File: src/rtl/game_pkg.sv
// Shared game definitions: shot FSM encoding and screen geometry, common to the
// rising-shot and alien-falling paths.
package game_pkg;

    localparam int X_WIDTH = 8;
    localparam int Y_WIDTH = 7;
    localparam int START_Y = 110;
    localparam int TOP_ROW = 0;

    typedef enum logic [1:0] {
        IDLE  = 2'd0,
        DRAW  = 2'd1,
        WAIT  = 2'd2,
        ERASE = 2'd3
    } shot_state_e;

    // Cycles per shot step; never below one, even for a degenerate rate.
    function automatic int unsigned period_cycles(input int unsigned clock_frequency,
                                                  input int unsigned rate);
        int unsigned p;
        if (rate == 0) begin
            return 1;
        end
        p = clock_frequency / rate;
        return (p < 1) ? 1 : p;
    endfunction

endpackage

File: src/rtl/shot_rising_if.sv
// Game-side and VGA-side signals of the rising shot, bundled for port hookup.
// master: the shot controller; slave: the game logic and VGA engine around it.
interface shot_rising_if #(
    parameter int X_WIDTH = game_pkg::X_WIDTH,
    parameter int Y_WIDTH = game_pkg::Y_WIDTH
);
    logic               fire;
    logic [X_WIDTH-1:0] player_x;
    logic               halt;
    logic [Y_WIDTH-1:0] alien_y;
    logic [X_WIDTH-1:0] alien_x_min;
    logic [X_WIDTH-1:0] alien_x_max;
    logic               alien_alive;
    logic               draw_done;

    logic [X_WIDTH-1:0] shot_x;
    logic [Y_WIDTH-1:0] shot_y;
    logic               draw_req;
    logic               erase;
    logic               busy;
    logic               hit;
    logic               miss;

    modport master (
        input  fire, player_x, halt, alien_y, alien_x_min, alien_x_max,
               alien_alive, draw_done,
        output shot_x, shot_y, draw_req, erase, busy, hit, miss
    );

    modport slave (
        output fire, player_x, halt, alien_y, alien_x_min, alien_x_max,
               alien_alive, draw_done,
        input  shot_x, shot_y, draw_req, erase, busy, hit, miss
    );

endinterface

File: src/rtl/shot_tick_divider.sv
// Loadable down-counter pacing the shot: load sets PERIOD-1, en counts down and
// holds at zero, tick flags a zero count.
module shot_tick_divider #(
    parameter int unsigned PERIOD = 1
) (
    input  logic clk,
    input  logic reset,
    input  logic load_i,
    input  logic en_i,
    output logic tick_o
);

    localparam int unsigned     CW     = (PERIOD > 1) ? $clog2(PERIOD) : 1;
    localparam logic [CW-1:0]   RELOAD = CW'(PERIOD - 1);

    logic [CW-1:0] count_q;
    logic [CW-1:0] count_d;

    // NOTE: count_d gets its default first so no path through the block leaves it unassigned (no latch).
    always_comb begin
        count_d = count_q;
        if (load_i) begin
            count_d = RELOAD;
        end else if (en_i && (count_q != '0)) begin
            count_d = count_q - CW'(1);
        end
    end

    // NOTE: registers take <= so every flop samples pre-edge values regardless of block ordering.
    always_ff @(posedge clk) begin
        if (reset) begin
            count_q <= '0;
        end else begin
            count_q <= count_d;
        end
    end

    assign tick_o = (count_q == '0);

endmodule

File: src/rtl/shot_rising.sv
// Player shot controller: launches from the player column, steps upward through
// draw/wait/erase handshakes with the VGA engine, and ends in a hit or miss pulse.
module shot_rising
    import game_pkg::*;
#(
    parameter int unsigned CLOCK_FREQUENCY = 50_000_000,
    parameter int unsigned SHOT_RATE       = 3,
    parameter int          X_WIDTH         = game_pkg::X_WIDTH,
    parameter int          Y_WIDTH         = game_pkg::Y_WIDTH,
    parameter int unsigned START_Y         = game_pkg::START_Y,
    parameter int unsigned STEP            = 1
) (
    input  logic          clk,
    input  logic          reset,
    shot_rising_if.master bus
);

    localparam int unsigned        PERIOD    = period_cycles(CLOCK_FREQUENCY, SHOT_RATE);
    localparam logic [Y_WIDTH-1:0] START_ROW = Y_WIDTH'(START_Y);
    localparam logic [Y_WIDTH-1:0] STEP_Y    = Y_WIDTH'((STEP < 1) ? 1 : STEP);
    localparam logic [Y_WIDTH-1:0] TOP_Y     = Y_WIDTH'(TOP_ROW);

    shot_state_e        state_q, state_d;
    logic [X_WIDTH-1:0] shot_x_q, shot_x_d;
    logic [Y_WIDTH-1:0] shot_y_q, shot_y_d;
    logic               abort_q, abort_d;
    logic               hit_q, hit_d;
    logic               miss_q, miss_d;

    logic               div_load;
    logic               div_en;
    logic               tick;
    logic [Y_WIDTH-1:0] next_y;
    logic               hit_cond;

    shot_tick_divider #(
        .PERIOD (PERIOD)
    ) u_div (
        .clk    (clk),
        .reset  (reset),
        .load_i (div_load),
        .en_i   (div_en),
        .tick_o (tick)
    );

    // The shot saturates at the top row rather than wrapping to the bottom.
    assign next_y   = (shot_y_q >= STEP_Y) ? (shot_y_q - STEP_Y) : '0;
    assign hit_cond = bus.alien_alive
                   && (next_y <= bus.alien_y)
                   && (bus.alien_x_min <= shot_x_q)
                   && (shot_x_q <= bus.alien_x_max);

    always_comb begin
        state_d  = state_q;
        shot_x_d = shot_x_q;
        shot_y_d = shot_y_q;
        abort_d  = abort_q;
        hit_d    = 1'b0;
        miss_d   = 1'b0;
        div_load = 1'b0;
        div_en   = 1'b0;

        case (state_q)
            IDLE: begin
                if (bus.fire && !bus.halt) begin
                    shot_x_d = bus.player_x;
                    shot_y_d = START_ROW;
                    abort_d  = 1'b0;
                    state_d  = DRAW;
                end
            end
            DRAW: begin
                if (bus.draw_done) begin
                    div_load = 1'b1;
                    state_d  = WAIT;
                end
            end
            WAIT: begin
                div_en = 1'b1;
                if (bus.halt) begin
                    abort_d = 1'b1;
                    state_d = ERASE;
                end else if (tick) begin
                    state_d = ERASE;
                end
            end
            ERASE: begin
                // Abort outranks miss, which outranks hit; alien inputs matter only here.
                if (bus.draw_done) begin
                    if (abort_q) begin
                        state_d = IDLE;
                    end else if (shot_y_q == TOP_Y) begin
                        miss_d  = 1'b1;
                        state_d = IDLE;
                    end else if (hit_cond) begin
                        shot_y_d = next_y;
                        hit_d    = 1'b1;
                        state_d  = IDLE;
                    end else begin
                        shot_y_d = next_y;
                        state_d  = DRAW;
                    end
                end
            end
            default: state_d = IDLE;
        endcase
    end

    // NOTE: shot position is reset along with the FSM because it is driven straight to the outputs.
    always_ff @(posedge clk) begin
        if (reset) begin
            state_q  <= IDLE;
            shot_x_q <= '0;
            shot_y_q <= '0;
            abort_q  <= 1'b0;
            hit_q    <= 1'b0;
            miss_q   <= 1'b0;
        end else begin
            state_q  <= state_d;
            shot_x_q <= shot_x_d;
            shot_y_q <= shot_y_d;
            abort_q  <= abort_d;
            hit_q    <= hit_d;
            miss_q   <= miss_d;
        end
    end

    assign bus.shot_x   = shot_x_q;
    assign bus.shot_y   = shot_y_q;
    assign bus.draw_req = (state_q == DRAW) || (state_q == ERASE);
    assign bus.erase    = (state_q == ERASE);
    assign bus.busy     = (state_q != IDLE);
    assign bus.hit      = hit_q;
    assign bus.miss     = miss_q;

endmodule

File: src/flat_wrapper.sv
// flat-port wrapper written by rule: the top's interface ports become plain ports
module shot_rising_flat import game_pkg::*;
#(
    parameter int unsigned CLOCK_FREQUENCY = 50_000_000,
    parameter int unsigned SHOT_RATE       = 3,
    parameter int          X_WIDTH         = game_pkg::X_WIDTH,
    parameter int          Y_WIDTH         = game_pkg::Y_WIDTH,
    parameter int unsigned START_Y         = game_pkg::START_Y,
    parameter int unsigned STEP            = 1
)
  (clk, reset, bus_fire, bus_player_x, bus_halt, bus_alien_y, bus_alien_x_min, bus_alien_x_max, bus_alien_alive, bus_draw_done, bus_shot_x, bus_shot_y, bus_draw_req, bus_erase, bus_busy, bus_hit, bus_miss);
  shot_rising_if #(.X_WIDTH(X_WIDTH), .Y_WIDTH(Y_WIDTH)) bus_i ();
  input  logic clk;
  input  logic reset;
  input wire logic [$bits(bus_i.fire)-1:0] bus_fire;
  input wire logic [$bits(bus_i.player_x)-1:0] bus_player_x;
  input wire logic [$bits(bus_i.halt)-1:0] bus_halt;
  input wire logic [$bits(bus_i.alien_y)-1:0] bus_alien_y;
  input wire logic [$bits(bus_i.alien_x_min)-1:0] bus_alien_x_min;
  input wire logic [$bits(bus_i.alien_x_max)-1:0] bus_alien_x_max;
  input wire logic [$bits(bus_i.alien_alive)-1:0] bus_alien_alive;
  input wire logic [$bits(bus_i.draw_done)-1:0] bus_draw_done;
  output wire logic [$bits(bus_i.shot_x)-1:0] bus_shot_x;
  output wire logic [$bits(bus_i.shot_y)-1:0] bus_shot_y;
  output wire logic [$bits(bus_i.draw_req)-1:0] bus_draw_req;
  output wire logic [$bits(bus_i.erase)-1:0] bus_erase;
  output wire logic [$bits(bus_i.busy)-1:0] bus_busy;
  output wire logic [$bits(bus_i.hit)-1:0] bus_hit;
  output wire logic [$bits(bus_i.miss)-1:0] bus_miss;
  assign bus_i.fire = bus_fire;
  assign bus_i.player_x = bus_player_x;
  assign bus_i.halt = bus_halt;
  assign bus_i.alien_y = bus_alien_y;
  assign bus_i.alien_x_min = bus_alien_x_min;
  assign bus_i.alien_x_max = bus_alien_x_max;
  assign bus_i.alien_alive = bus_alien_alive;
  assign bus_i.draw_done = bus_draw_done;
  assign bus_shot_x = bus_i.shot_x;
  assign bus_shot_y = bus_i.shot_y;
  assign bus_draw_req = bus_i.draw_req;
  assign bus_erase = bus_i.erase;
  assign bus_busy = bus_i.busy;
  assign bus_hit = bus_i.hit;
  assign bus_miss = bus_i.miss;
  shot_rising #(.CLOCK_FREQUENCY(CLOCK_FREQUENCY), .SHOT_RATE(SHOT_RATE), .X_WIDTH(X_WIDTH), .Y_WIDTH(Y_WIDTH), .START_Y(START_Y), .STEP(STEP)) u_core (.clk(clk), .reset(reset), .bus(bus_i));
endmodule
File: config.mk
export PLATFORM = sky130hd
export DESIGN_NAME = shot_rising_flat
export DESIGN_NICKNAME = d
export VERILOG_FILES = /design/src/rtl/game_pkg.sv /design/src/rtl/shot_rising_if.sv /design/src/rtl/shot_tick_divider.sv /design/src/rtl/shot_rising.sv /design/src/flat_wrapper.sv
export SDC_FILE = /design/constraint.sdc
export NUM_CORES = 1
export LEC_CHECK = 0
export CAP_MARGIN = 0
export CORE_MARGIN = 2
export CORE_UTILIZATION = 25
export DETAILED_ROUTE_END_ITERATION = 8
export SKIP_LAST_GASP = 1
export SYNTH_ARGS = -nofsm -noshare
export SYNTH_HDL_FRONTEND = slang
export SYNTH_HIERARCHICAL = 1
export SYNTH_SLANG_ARGS = --single-unit
File: constraint.sdc
create_clock -name clk -period 3.1 [get_ports clk]
set_input_delay 0.465 -clock clk [delete_from_list [all_inputs] [get_ports clk]]
set_output_delay 0.465 -clock clk [all_outputs]
set_load 0.05 [all_outputs]
Word level (Yosys, flattened, before mapping)
Cells that the tools add are included.

storage, ports and cells
  bits in writable memories = 0
  bits in registers = 44
  bits in latches = 0
  word-level logic and storage cells = 73
  bits of input ports = 37
  ROM bits = 0
  memories kept = 0

operators by class
  div/mod/pow operators = 0
  reduce and logical (&&, ||, !) cells = 22
  add/sub/neg operators = 2
  $mul = 0
  magnitude comparators = 4
  shifts and indexed selects = 0
  bitwise gates (word level) = 2
  multiplexer cells = 25
  eq/ne operators = 10

operators with widths
  cell                                                                                  number
  24-bit 2-to-1 mux                                                                     2
  7-bit 2-to-1 mux                                                                      5
  24-bit zero test                                                                      1
  24-bit nonzero test                                                                   1
  24-bit by 1-bit subtractor with 24-bit output (second input constant)                 1
  8-bit <= comparator                                                                   2
  2-bit 2-to-1 mux                                                                      7
  7-bit case mux with 2 select lines                                                    1
  2-bit != test (second input constant)                                                 5
  1-bit 2-to-1 mux                                                                      8
  2-bit case mux with 4 select lines                                                    1
  2-bit nonzero test                                                                    4
  7-bit by 1-bit greater-or-equal comparator with 1-bit output (second input constant)  1
  7-bit <= comparator                                                                   1
  7-bit zero test                                                                       1
  7-bit by 1-bit subtractor with 7-bit output (second input constant)                   1
  1-bit logical AND                                                                     5
  5-bit AND reduction                                                                   1
  5-bit OR reduction                                                                    1
  2-bit == test (second input constant)                                                 2
  4-bit AND reduction                                                                   1
  4-bit OR reduction                                                                    1
  3-bit by 2-bit != test with 1-bit output (second input constant)                      1
  3-bit AND reduction                                                                   1
  other kinds (9)                                                                       10

Logic depth before layout (Yosys ltp)
  word-level depth = 11
  gate-level depth with buffers = 12

Hierarchy
The synthesis kept the hierarchy.

modules (own cells, without submodules)
  module             area each (sq um)  times used  sequential area each (sq um)  cells each
  shot_rising        1672.9             1           400.4                         208
  shot_tick_divider  1233.7             1           480.5                         138

Worst setup path before layout
No wires, ideal clock.

  kind = register to register
  from = register u_core.shot_y_q[1], in the netlist u_core/bus.shot_y[1]
  to = register u_core.state_q[0]
  arrival time = 2.819 ns
  setup slack = 0.164 ns
  cell stages (with the launch flop) = 12
  cell sequence = dfxtp_1 > inv_1 > ha_1 > or4_1 > nor2_1 > nor2_1 > ha_1 > a21oi_1 > o2111ai_1 > o22ai_1 > o2111ai_1 > a41o_1

on the way
  longest elaborated chain between the ends = 11
  elaborated cells between the ends (all ways) = 13
  those cells by class = add/sub (1); order compare (2); mux (6); reduce/logical (4)

RTL lines
  element                                                                                                                             RTL line            RTL
  start: declaration                                                                                                                  shot_rising.sv:25   logic [Y_WIDTH-1:0] shot_y_q, shot_y_d;
  start signal: assignment                                                                                                            shot_rising.sv:121  shot_y_q <= shot_y_d;
  7-bit by 1-bit subtractor with 7-bit output / 7-bit by 1-bit greater-or-equal comparator with 1-bit output (equally long branches)  shot_rising.sv:47   assign next_y = (shot_y_q >= STEP_Y) ? (shot_y_q - STEP_Y) : '0;
  7-bit 2-to-1 mux                                                                                                                    shot_rising.sv:47
  7-bit <= comparator                                                                                                                 shot_rising.sv:49   && (next_y <= bus.alien_y)
  1-bit logical AND                                                                                                                   shot_rising.sv:49
  1-bit logical AND                                                                                                                   shot_rising.sv:50   && (bus.alien_x_min <= shot_x_q)
  1-bit logical AND                                                                                                                   shot_rising.sv:51   && (shot_x_q <= bus.alien_x_max);
  1-bit 2-to-1 mux                                                                                                                    shot_rising.sv:95   end else if (hit_cond) begin
  2-bit 2-to-1 mux (*)                                                                                                                shot_rising.sv:92   end else if (shot_y_q == TOP_Y) begin
  2-bit 2-to-1 mux (*)                                                                                                                shot_rising.sv:90   if (abort_q) begin
  2-bit 2-to-1 mux (*)                                                                                                                shot_rising.sv:89   if (bus.draw_done) begin
  2-bit case mux with 4 select lines (*)                                                                                              shot_rising.sv:63   case (state_q)
  end signal: assignment                                                                                                              shot_rising.sv:119  state_q <= state_d;
  end: declaration                                                                                                                    shot_rising.sv:23   shot_state_e state_q, state_d;

Every way passes the cells marked *; elsewhere a longest branch is shown, timed or not. The select of a mux whose other input is x is not followed.
A chain may end at the register's enable or synchronous reset.

Worst setup path in the final report
Ends and elaborated chain as after synthesis.

==> impl_metrics.yaml <==
yosys:
  synth-warning-count: 6
  synth_nets: 414
  synth.area.top_cells: "dfxtp_1 30%, ha_1 13%, inv_1 5.0%"
  synth_most_common_cell: "dfxtp_1"
  synthArstFlopShare_pct: 0
  synthesis.area_um2: 2910
  synth_edf_count: 0
  ys_seq_elements: 44
  synth_top_flop_cell: "dfxtp_1"
  netlist_instances: 346
  synth_cell_types: 59
  synth_top_area_share_pct: 30.3
  synthTopCellsByCount: "44 x dfxtp_1, 39 x inv_1, 31 x ha_1, 28 x nor2_1, 26 x a21oi_1"
  ys_seq_area_share_pct: 30.3
  yosys.area.top_type: "dfxtp_1"
  syn_avg_cell_area_um2: 8.40
cts:
  ctsHtreeMaxLevel: 2
  tritoncts: "yes"
  post-cts-setup-buffer-count: 0
  clockRootBuffer: "clkbuf_16"
  clock_path_buffers: 2
  clkTransAtPathRegs_ns: 0.06
  cts_buffers: 5
  clock_sinks: 44
  clk-insertion-delay-late_ns: 0.29
place:
  portBuffers: 56
  placed_cells: 539
  dp_hpwl_mm: 5.59
  place_congestion: 0.797
detailed_routing:
  route.detailed.drc: 0
  drt-total-wl_mm: 7.36
  dr.pass1.iters: 4
  dr_total_vias: 2743
  routedWlPerCell_um: 13.5
  drt_iter0_markers: 101
  detail-route-antenna-nets: 0
  viasPerCell: 5.01
die:
  die_w_um: 112
  initial_utilization_pct: 25.6
  core_area_um2: 11400
  fp.dieH_um: 112
  row_count: 39
  die-area_um2: 12500
  ioPinCount: 57
layout:
  fin_nets: 471
  final_cells: 547
  area_delta_synth_final_pct: 29.4
  regArea_um2: 881
  multi_input_area_um2: 1820
  diodes: 0
  fillCellCount: 1188
  drive_above_1_share_pct: 7.67
sta:
  slew_headroom_pct: 59.0
  finalHoldViolCount: 0
  drv_slew: 0
  tightestPinTransition_ns: 0.616
  fin_tns_setup_ns: 0
  skew_ns: 0.00715
  max_freq_mhz: 356
  fin_crit_sh_pct: 90.6
  fin_hold_ws_ns: 0.487
  fin_crit_ns: 2.81
  rsz0062_at_grt: "no"
  setup_viol: 0
worst_hold_path:
  hold_depth: 2
  min_to: "u_core/u_div/count_q[15]$_SDFFE_PP0P_"
  worst_hold_startpoint: "u_core/u_div/count_q[15]$_SDFFE_PP0P_"
  hold_path.class: "register to register"
critical_path:
  r2r_setup_slack_ns: 0.29
  r2r_cells: 11
  start_kind: "register"
  path_class: "register to register"
  rr_startpoint: "u_core/bus.shot_y[1]$_SDFFE_PP0P_"
  crit_path_end_kind: "register"
  crit_required_ns: 3.28
  cp_max_fo: 7
  r2r-end: "u_core/state_q[0]$_SDFFE_PP0P_"
  critPathArrivalTime_ns: 2.99
grt:
  grt_pass1_vias: 2579
  track_usage_pct: 12.0
  grt-ovfl-total: 0
  grt_max_degree: 18
  antenna_found_initial: 0
  grt_pass1_wl_mm: 12.6
status:
  status: "finished clean"
power_and_ir_drop:
  p_total_uw: 2050
  irDropWorstVdd_mv: 0.237
  leakagePower_uw: 0.00152
  powerDensity_nw_per_um2: 544
flow_run:
  maxCapViolations: 0
-- power by group --
group | switching (uW) | leakage, uW | internal (uW)
Sequential | 65.0 | 0.000358 | 622
Combinational | 510 | 0.00109 | 335
Clock | 218 | 0.0000736 | 297
Total | 793 | 0.00152 | 1250
-- what timing repair did --
item | CTS | global route
hold buffers | 0 | 0
setup endpoints to repair | 0 | 2
gates resized for setup | 0 | 1
-- critical path, cell delays in order, from the launching register on --
cell and delay (ns):
dfxtp_1 0.40, inv_1 0.08, ha_1 0.20, or4_1 0.50, nor2_2 0.25, nor2_1 0.10, ha_1 0.30, a21oi_1 0.16
o2111ai_1 0.12, o22ai_1 0.17, o2111ai_1 0.18, a41o_1 0.26
-- layer usage --
layer	vias up	routed length (um)	GRT usage, %
met3	7	413	2.89
met4	0	70	2.72
met5	-	0	0
met1	1281	3540	16.4
li1	1377	-	-
met2	78	3340	19.4
-- per-stage QoR --
step / worst slack (ns) / utilization (%) / cell area (um^2)
global route: 0.0552 / 33.1 / 3760
global placement: 0.347 / 31.8 / 3610
finish: 0.293 / 33.1 / 3760
floorplan: 0.164 / - / 2910
detailed placement: 0.199 / 31.8 / 3610
CTS: 0.213 / 33.0 / 3760
-- cells by family after synthesis --
group / share of synthesized area, %
XOR/XNOR: 1.21
flip-flops: 30.3
AND/OR/NAND/NOR: 22.3
multiplexers: 4.52
AO/OA/AOI/OAI: 21.2
buffers and inverters: 7.19
adder cells (fa/ha/maj): 13.3
-- area by class of cell --
cell class | instances | area share (%)
clock buffers | 5 | 3.33
well taps | 143 | 4.76
flip-flops and latches | 44 | 23.4
multi-input cells | 253 | 48.4
repair buffers | 60 | 15.7
clock inverters | 3 | 0.499
inverters | 39 | 3.89
-- cells in the final DEF (no fill, tap or decap), types with 2 or more instances in the layout --
| cell type | count |
|---|---|
| clkdlybuf4s50_1 | 56 |
| dfxtp_1 | 44 |
| inv_1 | 39 |
| ha_1 | 31 |
| nor2_1 | 27 |
| a21oi_1 | 26 |
| o21ai_0 | 18 |
| or3_1 | 15 |
| mux2i_1 | 12 |
| nand2_1 | 11 |
| a31oi_1 | 10 |
| o31ai_1 | 8 |
| or4_1 | 7 |
| nand4_1 | 7 |
| nor3_1 | 7 |
| or2_2 | 6 |
| nor4_1 | 6 |
| clkbuf_16 | 5 |
| nand3_1 | 5 |
| buf_4 | 4 |
| o21ai_1 | 4 |
| xor2_1 | 3 |
| nor3b_1 | 3 |
| o2111ai_1 | 3 |
| clkinv_2 | 2 |
| or4_4 | 2 |
| or2b_1 | 2 |
| and2_1 | 2 |
| nor2b_1 | 2 |
| a211oi_1 | 2 |
| o22ai_1 | 2 |
| and3_1 | 2 |
| o31ai_4 | 2 |
-- registers in the layout, summed over array words and instances (netlist names) --
name                  cells
u_core/u_div/count_q     24
u_core/abort_q            1
u_core/bus.miss           1
u_core/bus.shot_y         7
u_core/bus.hit            1
u_core/state_q            2
u_core/bus.shot_x         8
-- worst max-delay path by stage --
stage | from | endpoint | slack (ns) | depth (start not counted)
after floorplan | u_core/bus.shot_y[1]$_SDFFE_PP0P_ | u_core/state_q[0]$_SDFFE_PP0P_ | 0.16 | 11
after CTS | u_core/bus.shot_y[1]$_SDFFE_PP0P_ | u_core/state_q[0]$_SDFFE_PP0P_ | 0.21 | 11
after global placement | u_core/bus.shot_y[1]$_SDFFE_PP0P_ | u_core/state_q[0]$_SDFFE_PP0P_ | 0.35 | 11
final | u_core/bus.shot_y[1]$_SDFFE_PP0P_ | u_core/state_q[0]$_SDFFE_PP0P_ | 0.29 | 11
after global routing | u_core/bus.shot_y[1]$_SDFFE_PP0P_ | u_core/state_q[0]$_SDFFE_PP0P_ | 0.06 | 11
after detailed placement | u_core/bus.shot_y[1]$_SDFFE_PP0P_ | u_core/state_q[0]$_SDFFE_PP0P_ | 0.20 | 11
No activity file was read; power rests on OpenSTA's default activity.
